<file path="config.mk">
export PLATFORM = sky130hd
export DESIGN_NAME = down_counter
export DESIGN_NICKNAME = d
export VERILOG_FILES = /design/src/rtl/down_counter_pkg.sv /design/src/rtl/down_counter.sv
export SDC_FILE = /design/constraint.sdc
export NUM_CORES = 1
export LEC_CHECK = 0
export BUFFER_PORTS_ARGS = -buffer_cell sky130_fd_sc_hd__buf_4
export CAP_MARGIN = 20
export CORE_AREA = 2 2 39 41
export CTS_BUF_LIST = sky130_fd_sc_hd__clkbuf_4
export DETAILED_ROUTE_END_ITERATION = 10
export DIE_AREA = 0 0 41 43
export GPL_TIMING_DRIVEN = 0
export PLACE_DENSITY = 0.76
export RECOVER_POWER = 50
export SLEW_MARGIN = 20
export SYNTH_ARGS = -nofsm -noshare
export SYNTH_HDL_FRONTEND = slang
export SYNTH_SLANG_ARGS = --single-unit
</file>
<file path="constraint.sdc">
create_clock -name clk -period 1.5 [get_ports clk]
set_input_delay 0.15 -clock clk [delete_from_list [all_inputs] [get_ports clk]]
set_output_delay 0.15 -clock clk [all_outputs]
set_load 0.03 [all_outputs]
</file>
<file path="src/rtl/down_counter_pkg.sv">
// Shared definitions for the down counter: controller states and default width.
package down_counter_pkg;

    localparam int DEFAULT_WIDTH = 4;

    typedef enum logic {
        ST_IDLE = 1'b0,
        ST_RUN  = 1'b1
    } state_t;

endpackage

</file>
<file path="src/rtl/down_counter.sv">
// Loadable, pausable down counter with registered expiry pulse and optional
// auto-reload for periodic ticks.
//
// state   | meaning
// --------+------------------------------------------------------------
// ST_IDLE | no delay in progress; count holds, en/auto ignored
// ST_RUN  | counting a loaded delay down on each enabled edge
module down_counter
    import down_counter_pkg::*;
#(
    parameter int WIDTH = DEFAULT_WIDTH
) (
    input  logic             clk,
    input  logic             rst_n,
    input  logic [WIDTH-1:0] val,
    input  logic             load,
    input  logic             en,
    input  logic             auto,
    output logic [WIDTH-1:0] count,
    output logic             busy,
    output logic             Z
);

    localparam logic [WIDTH-1:0] ONE = WIDTH'(1);

    state_t           state;
    state_t           state_nxt;
    logic [WIDTH-1:0] reload;
    logic [WIDTH-1:0] reload_nxt;
    logic [WIDTH-1:0] count_nxt;
    logic             z_nxt;

    always_ff @(posedge clk) begin
        if (!rst_n) begin
            state  <= ST_IDLE;
            count  <= '0;
            reload <= '0;
            Z      <= 1'b0;
        end else begin
            state  <= state_nxt;
            count  <= count_nxt;
            reload <= reload_nxt;
            Z      <= z_nxt;
        end
    end

    // A load always wins; a zero load is an immediate expiry.
    always_comb begin
        state_nxt  = state;
        count_nxt  = count;
        reload_nxt = reload;
        z_nxt      = 1'b0;
        if (load) begin
            count_nxt  = val;
            reload_nxt = val;
            if (val != '0) begin
                state_nxt = ST_RUN;
            end else begin
                state_nxt = ST_IDLE;
                z_nxt     = 1'b1;
            end
        end else begin
            case (state)
                ST_RUN: begin
                    if (en) begin
                        if (count > ONE) begin
                            count_nxt = count - ONE;
                        end else begin
                            z_nxt = 1'b1;
                            if (auto && (reload != '0)) begin
                                count_nxt = reload;
                            end else begin
                                count_nxt = '0;
                                state_nxt = ST_IDLE;
                            end
                        end
                    end
                end
                default: begin
                    state_nxt = ST_IDLE;
                end
            endcase
        end
    end

    always_comb begin
        busy = (state == ST_RUN);
    end

endmodule

</file>
==> reports/summary.log <==
INFO  outcome        status=complete, no violations
INFO  cells_and_area fin_util=51.4%
INFO  yosys          post_synth_xor_area_fraction=0%
INFO  yosys          synth_area_leader_cell=sky130_fd_sc_hd__dfxtp_1
INFO  pwr            power.static_leakage=0.284nW
INFO  grt            met1_routing_resource_usage_after_global_routing=19.9%
INFO  cells_and_area finalNetCount=95
INFO  critical_path  timing.critical_path.arrival=1.59ns
INFO  cts            numClockSinks=10
INFO  place          detailedPlacementHpwl=984um
INFO  grt            grt_antenna_before_repair=0
INFO  cts            cts.htree.levels=1
INFO  timing         max-slew-margin-rel=74.2%
INFO  cells_and_area multi_input_area=353squm
INFO  cells_and_area count_of_non_filler_cells_in_the_finished_layout=98
INFO  timing         min_period_over_period=95.6%
INFO  cts            cts_hold_bufs=0
INFO  grt            grt_pass1_wl=1970um
INFO  floorplanning  io_pins=15
INFO  yosys          combinational_family_with_the_most_area_after_synthesis=compound AO/OA/AOI/OAI gates
INFO  yosys          post-synth-top-area-fraction=35.6%
INFO  yosys          post_synth_fa_ha_maj_area_fraction=4.44%
INFO  yosys          postSynth.topFlopCell=sky130_fd_sc_hd__dfxtp_1
INFO  timing         finalHoldViolCount=0
INFO  yosys          syn_area_per_cell=8.53squm
INFO  routing        routed-via-count=561
INFO  critical_path  critical_path.startpoint_type=flop
INFO  pwr            power_dens_cells=930nW/um^2
INFO  place          port_buffers=13
INFO  critical_path  cp_data_required_time=1.66ns
INFO  timing         holdWs=0.178ns
INFO  yosys          syn-num-nets=77
INFO  yosys          synth_compound_gate_area_share=30.2%
INFO  cts            clock_tree.root_cell=sky130_fd_sc_hd__clkbuf_4
INFO  routing        detail_route.iter0.violations=31
INFO  floorplanning  row_count=14
INFO  timing         timing.setup.tns=0ns
INFO  job            cap_violations=0
INFO  yosys          ys_top_cells_by_count=sky130_fd_sc_hd__dfxtp_1 (10), sky130_fd_sc_hd__nand2_1 (8), sky130_fd_sc_hd__a21oi_1 (5), sky130_fd_sc_hd__o21ai_0 (5)
INFO  grt            global_route.usage.total=17.0%
INFO  yosys          yosysWarningCount=0
INFO  routing        vias_per_cell=5.72
INFO  critical_path  end_kind=flop
INFO  floorplanning  core_area=1380squm
INFO  yosys          syn_area=563squm
INFO  grt            grt.overflow.total=0
INFO  routing        drtPass1Iterations=4
INFO  grt            first_global_vias=475
INFO  floorplanning  die_width=41um
INFO  timing         maxSlewViolCount=0
INFO  timing         timing.clock.skew=0.00287ns
INFO  timing         worst_pin_slew=0.387ns
INFO  cells_and_area register_cell_area_after_layout=203squm
INFO  cells_and_area fillCellCount=139
INFO  routing        drt.antenna.violating_nets=0
INFO  yosys          sequential_fraction_of_the_synthesis_area=35.6%
INFO  grt            met2_usage=23.4%
INFO  critical_path  critPathKind=reg -> reg
INFO  critical_path  crit_fanout=5
INFO  cells_and_area final_layout_size_suffix_gt1_share=29.3%
INFO  routing        route.final.wire_length=1350um
INFO  timing         setup_viol=0
INFO  pwr            vdd_drop_max=0.000478V
INFO  yosys          basic_gate_share_of_the_synthesized_area_counting_and_or_nand_and_nor_cells=17.1%
INFO  place          gp_congestion=0.843
INFO  yosys          post_synthesis_instance_total=66
INFO  yosys          flop_and_latch_count_out_of_synthesis=10
INFO  grt            grt_util_met3=7.33%
INFO  cts            cts_inserted_buffers=3
INFO  grt            globalRoute.busiestLayer=met2
INFO  place          pre_cts_ws=0.0693ns
INFO  yosys          synth.most_common_cell=sky130_fd_sc_hd__dfxtp_1
INFO  yosys          synth_area_leaders=sky130_fd_sc_hd__dfxtp_1 (36%), sky130_fd_sc_hd__mux2i_1 (7.1%), sky130_fd_sc_hd__nand2_1 (5.3%), sky130_fd_sc_hd__a21oi_1 (4.4%), sky130_fd_sc_hd__ha_1 (4.4%)
INFO  timing         layout_setup_ws=0.0655ns
INFO  yosys          synth_edf_count=0
INFO  cts            clock_path_buffers=2
INFO  cts            clkLatencyLatePin=0.27ns
INFO  timing         finalWorstPathRequiredPeriod=1.43ns
INFO  place          dp.cells=95
INFO  cells_and_area areaGrowthSynthToFinish=26.4%
INFO  cts            clk_pin_slew=0.06ns
INFO  floorplanning  effective_utilization_at_floorplan=40.7%
INFO  timing         rsz0062_at_grt=no
INFO  timing         achievable-frequency=697MHz
INFO  floorplanning  die_h=43um
INFO  yosys          ys_types=27
INFO  cells_and_area insertedDiodeCount=0
INFO  cts            tritoncts=built
INFO  hold_path      timing.hold.worst.class=in -> reg
INFO  grt            pin_count_of_the_biggest_net_entering_global_routing=11
INFO  floorplanning  design.die.area=1760squm
INFO  routing        drcViolationCount=0
INFO  yosys          asyncSetResetFlopFracSynth=0%
INFO  yosys          yosys-mux-area-fraction=7.11%
INFO  routing        post_drt_wl_per_cell=13.8um
[cell usage in the layout (no fill, tap or decap)]
master,count
sky130_fd_sc_hd__nand2b_1,3
sky130_fd_sc_hd__clkbuf_4,3
sky130_fd_sc_hd__o41ai_1,1
sky130_fd_sc_hd__o211ai_1,1
sky130_fd_sc_hd__clkbuf_1,5
sky130_fd_sc_hd__dfxtp_1,8
sky130_fd_sc_hd__mux2i_1,4
sky130_fd_sc_hd__a21boi_0,3
sky130_fd_sc_hd__a31oi_1,2
sky130_fd_sc_hd__nor3_1,2
sky130_fd_sc_hd__nor3_4,1
sky130_fd_sc_hd__dfxtp_2,2
sky130_fd_sc_hd__nor2_2,1
sky130_fd_sc_hd__ha_2,1
sky130_fd_sc_hd__nand2_1,8
sky130_fd_sc_hd__buf_4,10
sky130_fd_sc_hd__nand3_1,1
sky130_fd_sc_hd__a21oi_1,5
sky130_fd_sc_hd__ha_4,1
sky130_fd_sc_hd__o21ai_0,5
sky130_fd_sc_hd__a21o_1,1
sky130_fd_sc_hd__inv_1,2
sky130_fd_sc_hd__a22o_1,2
sky130_fd_sc_hd__a21o_2,1
sky130_fd_sc_hd__inv_2,2
sky130_fd_sc_hd__nor2_1,1
sky130_fd_sc_hd__a311oi_2,1
sky130_fd_sc_hd__o41a_1,1
sky130_fd_sc_hd__o21a_1,2
sky130_fd_sc_hd__buf_2,1
sky130_fd_sc_hd__nor2b_1,1
[worst max-delay path, cell delays in order, from the launching register on]
cell and delay [ns]:
sky130_fd_sc_hd__dfxtp_2 0.33, sky130_fd_sc_hd__inv_2 0.09, sky130_fd_sc_hd__ha_2 0.19, sky130_fd_sc_hd__nor2_2 0.06, sky130_fd_sc_hd__nor3_4 0.31, sky130_fd_sc_hd__mux2i_1 0.13
sky130_fd_sc_hd__a22o_1 0.23
[cell type report]
class	instances	area share [%]
repair buffers	13	11.6
well taps	16	2.81
multi-input cells	49	49.6
inverters	4	2.11
clock buffers	3	3.16
plain buffers	3	2.28
flip-flops and latches	10	28.5
[per-stage QoR]
step                power [mW]  area [sq um]
finish                   0.662           712
global route             0.695           712
CTS                      0.654           706
detailed placement       0.478           683
global placement         0.475           683
floorplan                0.420           566
[sequential cells by signal, summed over array words and instances (netlist names)]
register / count
Z: 1
count: 4
busy: 1
reload: 4
[path summary, 6_finish.rpt]
kind              startpoint   endpoint  slack, ns  depth (start not counted)
setup / recovery    count[1]   count[1]       0.07                          6
hold reg to reg    reload[1]  reload[1]       0.51                          2
setup reg to reg    count[1]   count[1]       0.07                          6
hold / removal        val[2]  reload[2]       0.18                          3
[power by group]
group	switching (mW)	internal [mW]	total, mW
registers	0.0209	0.284	0.305
clock network	0.0898	0.0927	0.183
logic	0.0994	0.0757	0.175
total	0.210	0.452	0.662
[logic make-up (layout without fill, tap and decap cells)]
kind of cell / after synthesis / count (layout)
flops: 10 / 10
fa+ha+maj: 2 / 2
buf+inv: 7 / 23
simple gates: 18 / 18
mux: 4 / 4
compound gates: 25 / 25
[routing by layer]
layer	up-vias	wire length [um]
met5	-	0
met4	0	38
met3	5	107
met2	28	609
met1	254	598
li1	274	-
[what timing repair did]
item	4_1_cts	5_1_grt
hold endpoints to repair	0	0
setup buffers	0	0
setup endpoints to repair	0	2
resized for setup	0	6
Power figures use the tool's default switching activity.
